[config.mk]
export PLATFORM = sky130hd
export DESIGN_NAME = calc_key_sequencer
export DESIGN_NICKNAME = d
export VERILOG_FILES = /design/src/rtl/calc_key_sequencer.sv
export SDC_FILE = /design/constraint.sdc
export NUM_CORES = 1
export LEC_CHECK = 0
export ABC_AREA = 1
export BUFFER_PORTS_ARGS = -buffer_cell sky130_fd_sc_hd__buf_4
export CAP_MARGIN = 30
export CORE_AREA = 5 5 73 75
export DETAILED_ROUTE_END_ITERATION = 12
export DIE_AREA = 0 0 78 80
export GPL_ROUTABILITY_DRIVEN = 1
export SETUP_SLACK_MARGIN = 0.2
export SLEW_MARGIN = 40
export SYNTH_ARGS = -nofsm -noshare
export SYNTH_HDL_FRONTEND = slang
export SYNTH_SLANG_ARGS = --single-unit
[constraint.sdc]
create_clock -name clock -period 3.1 [get_ports clock]
set_clock_uncertainty 0.2 [all_clocks]
set_input_delay 0.62 -clock clock [delete_from_list [all_inputs] [get_ports clock]]
set_output_delay 0.62 -clock clock [all_outputs]
set_load 0.01 [all_outputs]
[src/rtl/calc_key_sequencer.sv]
// Keypad control stage: decodes keys, accumulates the operand on Num, latches Op,
// and issues one-cycle Sel strobes to the operand holders.
//
// Ports:
//   clock, reset        rising-edge clock, async active-high reset
//   key_valid, key_code key event (0-9 digit, 10-13 op, 14 '=', 15 'C')
//   Num                 operand bus to holder data inputs
//   Sel                 000 none, 001 load A, 010 load B, 011 execute, 100 clear
//   Op                  latched operator (00 +, 01 -, 10 *, 11 &)
//   ovf                 sticky saturation flag for the current operand
//   busy                high in LOAD_B / EXEC
//
// Build option: define CALC_DIGIT_LIMIT_EN to cap operand entry at 3 digits.
module calc_key_sequencer #(
  parameter int MAX_VAL = 255
) (
  input  logic       clock,
  input  logic       reset,
  input  logic       key_valid,
  input  logic [3:0] key_code,
  output logic [7:0] Num,
  output logic [2:0] Sel,
  output logic [1:0] Op,
  output logic       ovf,
  output logic       busy
);

  localparam logic [2:0] S_ENTER_A = 3'd0;
  localparam logic [2:0] S_ENTER_B = 3'd1;
  localparam logic [2:0] S_LOAD_B  = 3'd2;
  localparam logic [2:0] S_EXEC    = 3'd3;
  localparam logic [2:0] S_RESULT  = 3'd4;

  localparam logic [2:0] SEL_NONE  = 3'b000;
  localparam logic [2:0] SEL_LD_A  = 3'b001;
  localparam logic [2:0] SEL_LD_B  = 3'b010;
  localparam logic [2:0] SEL_EXEC  = 3'b011;
  localparam logic [2:0] SEL_CLEAR = 3'b100;

  localparam logic [11:0] MAX12 = 12'(MAX_VAL);
  localparam logic [7:0]  MAX8  = 8'(MAX_VAL);

  logic [2:0]  state;
  logic [2:0]  state_n;
  logic [7:0]  num_n;
  logic [2:0]  sel_n;
  logic [1:0]  op_n;
  logic        ovf_n;
  logic        busy_n;

  // clr: operand A was just strobed out; wipe Num/ovf on this cycle
  logic        clr;
  logic        clr_n;

  logic [1:0]  digs;
  logic [1:0]  digs_n;

  logic        is_digit;
  logic        is_op;
  logic        is_eq;
  logic        is_clr;

  logic [7:0]  base;
  logic        base_ovf;
  logic [1:0]  base_digs;
  logic [11:0] acc;
  logic        dig_ok;

  assign is_digit = key_valid && (key_code <= 4'd9);
  assign is_op    = key_valid && (key_code >= 4'd10)
                              && (key_code <= 4'd13);
  assign is_eq    = key_valid && (key_code == 4'd14);
  assign is_clr   = key_valid && (key_code == 4'd15);

  // operand view after any pending post-strobe clear
  assign base      = clr ? 8'd0 : Num;
  assign base_ovf  = clr ? 1'b0 : ovf;
  assign base_digs = clr ? 2'd0 : digs;

  // 12 bits holds 255*10+9 without wrap
  assign acc = {4'd0, base} * 12'd10 + {8'd0, key_code};

`ifdef CALC_DIGIT_LIMIT_EN
  assign dig_ok = (base_digs != 2'd3);
`else
  assign dig_ok = 1'b1;
`endif

  always_comb begin
    state_n = state;
    num_n   = base;
    sel_n   = SEL_NONE;
    op_n    = Op;
    ovf_n   = base_ovf;
    clr_n   = 1'b0;
    digs_n  = base_digs;

    if (is_clr) begin
      state_n = S_ENTER_A;
      num_n   = 8'd0;
      sel_n   = SEL_CLEAR;
      op_n    = 2'b00;
      ovf_n   = 1'b0;
      digs_n  = 2'd0;
    end else begin
      case (state)
        S_ENTER_A, S_ENTER_B: begin
          if (is_digit) begin
            if (dig_ok) begin
              digs_n = base_digs + 2'd1;
              if (acc > MAX12) begin
                num_n = MAX8;
                ovf_n = 1'b1;
              end else begin
                num_n = acc[7:0];
              end
            end
          end else if (is_op) begin
            op_n = key_code[1:0] - 2'd2;
            if (state == S_ENTER_A) begin
              sel_n   = SEL_LD_A;
              num_n   = Num;
              ovf_n   = ovf;
              clr_n   = 1'b1;
              digs_n  = 2'd0;
              state_n = S_ENTER_B;
            end
          end else if (is_eq && state == S_ENTER_B) begin
            sel_n   = SEL_LD_B;
            state_n = S_LOAD_B;
          end
        end
        S_LOAD_B: begin
          sel_n   = SEL_EXEC;
          state_n = S_EXEC;
        end
        S_EXEC: begin
          num_n   = 8'd0;
          state_n = S_RESULT;
        end
        S_RESULT: begin
          if (is_digit) begin
            num_n   = {4'd0, key_code};
            ovf_n   = 1'b0;
            digs_n  = 2'd1;
            state_n = S_ENTER_A;
          end else if (is_op) begin
            op_n    = key_code[1:0] - 2'd2;
            sel_n   = SEL_LD_A;
            num_n   = 8'd0;
            clr_n   = 1'b1;
            digs_n  = 2'd0;
            state_n = S_ENTER_B;
          end
        end
        default: begin
          state_n = S_ENTER_A;
          num_n   = 8'd0;
          ovf_n   = 1'b0;
          digs_n  = 2'd0;
        end
      endcase
    end

    busy_n = (state_n == S_LOAD_B) || (state_n == S_EXEC);
  end

  always_ff @(posedge clock or posedge reset) begin
    if (reset) begin
      state <= S_ENTER_A;
      Num   <= 8'd0;
      Sel   <= SEL_NONE;
      Op    <= 2'b00;
      ovf   <= 1'b0;
      busy  <= 1'b0;
      clr   <= 1'b0;
      digs  <= 2'd0;
    end else begin
      state <= state_n;
      Num   <= num_n;
      Sel   <= sel_n;
      Op    <= op_n;
      ovf   <= ovf_n;
      busy  <= busy_n;
      clr   <= clr_n;
      digs  <= digs_n;
    end
  end

endmodule
==> flow_metrics.tcl, run 1 <==
set metrics [dict create \
    path_cells "inv_2 -> buf_4 -> o21ai_0 -> nor2_1 -> ha_4 -> fa_2 -> nand2_1 -> inv_1 -> nand3_1 -> nand2_2 -> nand2_4 -> nand3_1 -> nand2_1 -> nand2_1 -> nand2_1 -> nand2_1" \
    wl_mm 4.89 \
    dr.pass1.iters 4 \
    placed_cells 365 \
    preCtsSetupSlack_ns 0.0767 \
    syn-instance-count 289 \
    num_rows 25 \
    clock-sinks 19 \
    seq_area_um2 477 \
    critPathCaptureType "flop" \
    die_x_um 78 \
    cts_tree "yes" \
    critPathKind "flop to flop" \
    arrival_ns 2.69 \
    clock_latency_ns 0.25 \
    io_pins 22 \
    rsz0062_at_grt "no" \
    cp_slowest_cell "fa_2" \
    start_util 0.384 \
    avgSynthCellArea_um2 6.11 \
    dr.first_iter.drc_count 134 \
    period_minus_slack_ns 2.74 \
    grt_first_pass_wirelength_mm 8.02 \
    dieArea_mm2 0.00624 \
    drc 0 \
    leakage_nw 1.16 \
    maxCapViolCount 0 \
    cpLargestDelayFamily "simple AND/OR/NAND/NOR gates" \
    setup_viol 0 \
    fill_cells 481 \
    gp_congestion 0.844 \
    finalHoldViolCount 0 \
    cts_hold_buf 0 \
    post-route-period-util 0.885 \
    design.core.area_mm2 0.00460 \
    diodes 0 \
    outcome "complete, no violations" \
    grt_overflow 0 \
    vias 1904 \
    synth.distinct_cells 29 \
    slowest_delay_ns 0.45 \
    power_density_mw_per_mm2 1100 \
    ant_nets 0 \
    ys_ff_latch 19 \
    irDropWorstVdd_mv 0.542 \
    antenna_found_initial 0 \
    slew_violations 0 \
    fin_total_pwr_mw 2.43 \
    fmax_ghz 0.365 \
    cts_buffer_depth 2 \
    multi_input_area_mm2 0.00127 \
    hold_path.class "input port to asynchronous set/reset pin" \
    worst_pin_slew_ns 0.721 \
    syn2layout_area_growth_pct 25.6 \
    hpwl_mm 3.72 \
    die_y_um 80 \
    finalSetupTns_ns 0 \
    synth_sequential_area_ratio 0.269 \
    crit_path_max_fanout 6 \
    ys_warn_count 0 \
    r2r_slack_ns 0.36 \
    cts_root_buffer "clkbuf_8" \
    grt_usage 0.155 \
    whs_ns 0.287 \
    cp.required_ns 3.05 \
    portBuffers 21 \
    via_per_inst 5.09 \
    nets 338 \
    h-tree-depth 1 \
    grt_pass1_vias 1751 \
    drive_gt1_frac 0.250 \
    path_clk_slew_ns 0.07 \
    layout_commonest_cell "nand2_1" \
    setup_slack_ns 0.357 \
    crit_top_cell "nand2_1" \
    most-common-layout-cells "nand2_1 (83), nor2_1 (33), inv_1 (31)" \
    timing.critical_path.buf_inv 3 \
    numCtsBuffers 3 \
    netlist_area_mm2 0.00177 \
    synth.net_count 306 \
    grt_max_degree 20 \
    wl_per_cell_um 13.1 \
    cp-start-kind "flop" \
    maxSlewHeadroom 0.519 \
    fin_cells 374 \
]
[area by class of cell]
type | instances | share of cell area
sequential | 19 | 0.215
multi-input combinational | 228 | 0.574
inverter | 43 | 0.0727
tap | 54 | 0.0304
clock buffer | 4 | 0.0203
timing repair buffer | 26 | 0.0879
[registers in the layout (all words and copies together) (netlist names)]
| name | count |
|---|---|
| state | 3 |
| Num | 8 |
| busy | 1 |
| Sel | 3 |
| clr | 1 |
| Op | 2 |
| ovf | 1 |
[cell usage after synthesis]
cell type | count | area share
o22ai_1 | 1 | 0.0035
nand2_1 | 87 | 0.18
or2_1 | 1 | 0.0035
nand2_4 | 1 | 0.0064
a21oi_4 | 1 | 0.0092
a21oi_1 | 25 | 0.071
nand3_1 | 25 | 0.071
xor2_1 | 2 | 0.0099
nand2_2 | 3 | 0.011
nand3_2 | 2 | 0.011
a21boi_1 | 1 | 0.0043
inv_1 | 33 | 0.070
nor3_4 | 1 | 0.0092
nor2_4 | 1 | 0.0064
buf_2 | 1 | 0.0028
nand4_1 | 2 | 0.0071
a31oi_1 | 1 | 0.0035
inv_2 | 10 | 0.021
fa_1 | 1 | 0.011
nand3b_1 | 1 | 0.0043
ha_1 | 9 | 0.064
dfrtp_1 | 19 | 0.27
o21ai_1 | 3 | 0.0085
o32ai_1 | 1 | 0.0050
nor2_1 | 45 | 0.096
or2_2 | 2 | 0.0071
nor3_1 | 1 | 0.0028
o21ai_0 | 7 | 0.020
nor2_2 | 2 | 0.0071
[report_power, final]
group          internal, mW  switching [mW]  total [mW]  leakage (nW)
combinational         0.696            1.16        1.85         0.899
sequential            0.332          0.0798       0.412         0.242
clock                0.0913          0.0788       0.170        0.0228
total                  1.12            1.31        2.43          1.16
[timing repair]
item,CTS,global route
pin swaps,0,10
setup endpoints to repair,9,9
gates cloned,0,2
setup buffers,0,3
resized for setup,5,31
[logic make-up after synthesis]
family,synth area share
flops,0.269
simple gates,0.427
xor+xnor,0.00992
compound gates,0.125
buf+inv,0.0942
fa+ha+maj,0.0751
[final timing paths]
path | startpoint | endpoint | cells past startpoint
min in group clock | Num[0]$_DFFE_PP0P_ | Num[0]$_DFFE_PP0P_ | 2
worst min register to register | Num[0]$_DFFE_PP0P_ | Num[0]$_DFFE_PP0P_ | 2
worst min-delay path | reset | Sel[0]$_DFF_PP0_ | 2
max in group asynchronous | reset | clr$_DFF_PP0_ | 2
worst max register to register | clr$_DFF_PP0_ | Num[6]$_DFFE_PP0P_ | 16
worst max-delay path | clr$_DFF_PP0_ | Num[6]$_DFFE_PP0P_ | 16
[layer usage]
| layer | vias up | share of wire | global-route usage |
|---|---|---|---|
| met5 | - | 0 | 0 |
| met4 | 0 | 0.0078 | 0.0338 |
| met3 | 4 | 0.031 | 0.0192 |
| met2 | 42 | 0.47 | 0.253 |
| met1 | 877 | 0.49 | 0.217 |
| li1 | 981 | - | - |
[through the flow]
step | utilization | instance area [µm²]
detailed placement | 0.435 | 2000
finish | 0.483 | 2220
global placement | 0.435 | 2000
CTS | 0.449 | 2070
global route | 0.483 | 2220
floorplan | - | 1770
Note: power is estimated with default switching activity, not from simulation.
==> run 2, diff against run 1 <==
==> constraint.sdc (replaced) <==
create_clock -name clock -period 3.29 [get_ports clock]
set_clock_uncertainty 0.2 [all_clocks]
set_input_delay 0.658 -clock clock [delete_from_list [all_inputs] [get_ports clock]]
set_output_delay 0.658 -clock clock [all_outputs]
set_load 0.01 [all_outputs]
==> flow_metrics.tcl, run 2 (synthesized netlist as in run 1, its figures left out) <==
set metrics [dict create \
    portBuffers 21 \
    nets 333 \
    dieArea_mm2 0.00624 \
    cp-start-kind "flop" \
    crit_start "clr$_DFF_PP0_" \
    slew_violations 0 \
    cts_buffer_depth 2 \
    clock_latency_ns 0.25 \
    preCtsSetupSlack_ns 0.202 \
    multi_input_area_mm2 0.00115 \
    path_cells "inv_4 -> nand2_4 -> nor2_4 -> nor2_1 -> ha_2 -> fa_2 -> nand3_1 -> nand2_1 -> nand2_1 -> nand2_1 -> nor2_2 -> nand3_2 -> nand2_4 -> nand2_1 -> a21boi_1 -> o21ai_1" \
    clock-sinks 19 \
    io_pins 22 \
    dr.pass1.iters 5 \
    num_rows 25 \
    cp.required_ns 3.23 \
    worst_pin_slew_ns 0.687 \
    use_met3 0.0214 \
    antenna_found_initial 0 \
    vias 1818 \
    fill_cells 486 \
    irDropWorstVdd_mv 0.384 \
    wl_mm 4.51 \
    crit_path_max_fanout 9 \
    ant_nets 0 \
    setup_slack_ns 0.479 \
    via_per_inst 4.93 \
    start_util 0.384 \
    critPathCaptureType "flop" \
    cpLargestDelayFamily "simple AND/OR/NAND/NOR gates" \
    r2r_slack_ns 0.48 \
    maxSlewHeadroom 0.539 \
    drive_gt1_frac 0.171 \
    grt_pass1_vias 1813 \
    largest_register_ffs 8 \
    path_clk_slew_ns 0.07 \
    slowest_delay_ns 0.45 \
    cts_root_buffer "clkbuf_8" \
    finalHoldViolCount 0 \
    use_met1 0.223 \
    top_register "Num" \
    use_met2 0.245 \
    fmax_ghz 0.356 \
    critPathKind "flop to flop" \
    reg2reg_depth 16 \
    diodes 0 \
    arrival_ns 2.75 \
    period_minus_slack_ns 2.81 \
    hold_path.class "input port to asynchronous set/reset pin" \
    design.core.area_mm2 0.00460 \
    die_y_um 80 \
    rsz0062_at_grt "no" \
    cts_tree "yes" \
    outcome "complete, no violations" \
    cts_hold_buf 0 \
    h-tree-depth 1 \
    numCtsBuffers 3 \
    maxCapViolCount 0 \
    setup_viol 0 \
    power_density_mw_per_mm2 981 \
    grt_usage 0.155 \
    reg_top3 "Num (8), Sel (3), state (3)" \
    syn2layout_area_growth_pct 17.5 \
    hpwl_mm 3.66 \
    leakage_nw 1.14 \
    die_x_um 78 \
    most-common-layout-cells "nand2_1 (87), nor2_1 (44), inv_1 (32)" \
    timing.critical_path.buf_inv 1 \
    wl_per_cell_um 12.2 \
    timing.rr.start "clr$_DFF_PP0_" \
    seq_area_um2 477 \
    reg2reg_to "ovf$_DFFE_PP0P_" \
    crit_top_cell "nand2_1" \
    grt_overflow 0 \
    gp_congestion 0.882 \
    dr.first_iter.drc_count 126 \
    grt_first_pass_wirelength_mm 8.15 \
    layout_commonest_cell "nand2_1" \
    cp_slowest_cell "dfrtp_2" \
    drc 0 \
    finalSetupTns_ns 0 \
    grt_max_degree 20 \
    grt_busiest_layer "met2" \
    post-route-period-util 0.854 \
]
==> run 2: cell count changes in the layout (fill, tap and decap cells not counted), sizes merged <==
cell    previous run  this run
inv               43        42
nand2             92        91
a21oi             27        26
buf               26        23
clkinv             0         1
==> run 2: worst max-delay path by stage <==
stage	cells past startpoint	slack, ns	endpoint
final	16	0.48	ovf$_DFFE_PP0P_
after global routing	15	0.23	Num[6]$_DFFE_PP0P_
after CTS	18	0.20	Num[4]$_DFFE_PP0P_
after detailed placement	16	0.20	Num[4]$_DFFE_PP0P_
after global placement	16	0.30	Num[7]$_DFFE_PP0P_
after floorplan	16	0.57	Num[3]$_DFFE_PP0P_
==> run 2: routing by layer <==
| metal | up-vias | wire length, µm |
|---|---|---|
| met5 | - | 0 |
| met1 | 790 | 2240 |
| met3 | 2 | 264 |
| li1 | 968 | - |
| met2 | 58 | 2000 |
| met4 | 0 | 10 |
==> run 2: power breakdown <==
group          internal, mW  switching (mW)  total [mW]  leakage [nW]
clock network        0.0861          0.0760       0.162        0.0228
logic                 0.543           0.942        1.48         0.873
registers             0.313          0.0761       0.389         0.242
==> run 2: area by class of cell <==
cell class	count	share of cell area
inverter	43	0.0790
tap	54	0.0325
clock buffer	4	0.0217
multi-input combinational	226	0.554
timing repair buffer	23	0.0832
sequential	19	0.230
==> run 2: what timing repair did <==
item                       in CTS  in global routing
buffers inserted                0                  1
pin swaps                       0                  1
cloned                          0                  0
setup endpoints to repair       1                  9
resized for setup               1                  7
==> run 2: through the flow <==
stage          power, mW  instances  hold slack (ns)  area (µm²)  utilization
2_1_floorplan       1.45        289            0.334        1770            -
3_3_place_gp        1.83        364            0.290        1990        0.434
3_5_place_dp        1.83        364            0.302        1990        0.434
4_1_cts             2.01        368            0.319        2050        0.445
5_1_grt             2.28        369            0.263        2080        0.451
6_report            2.04        369            0.222        2080        0.451
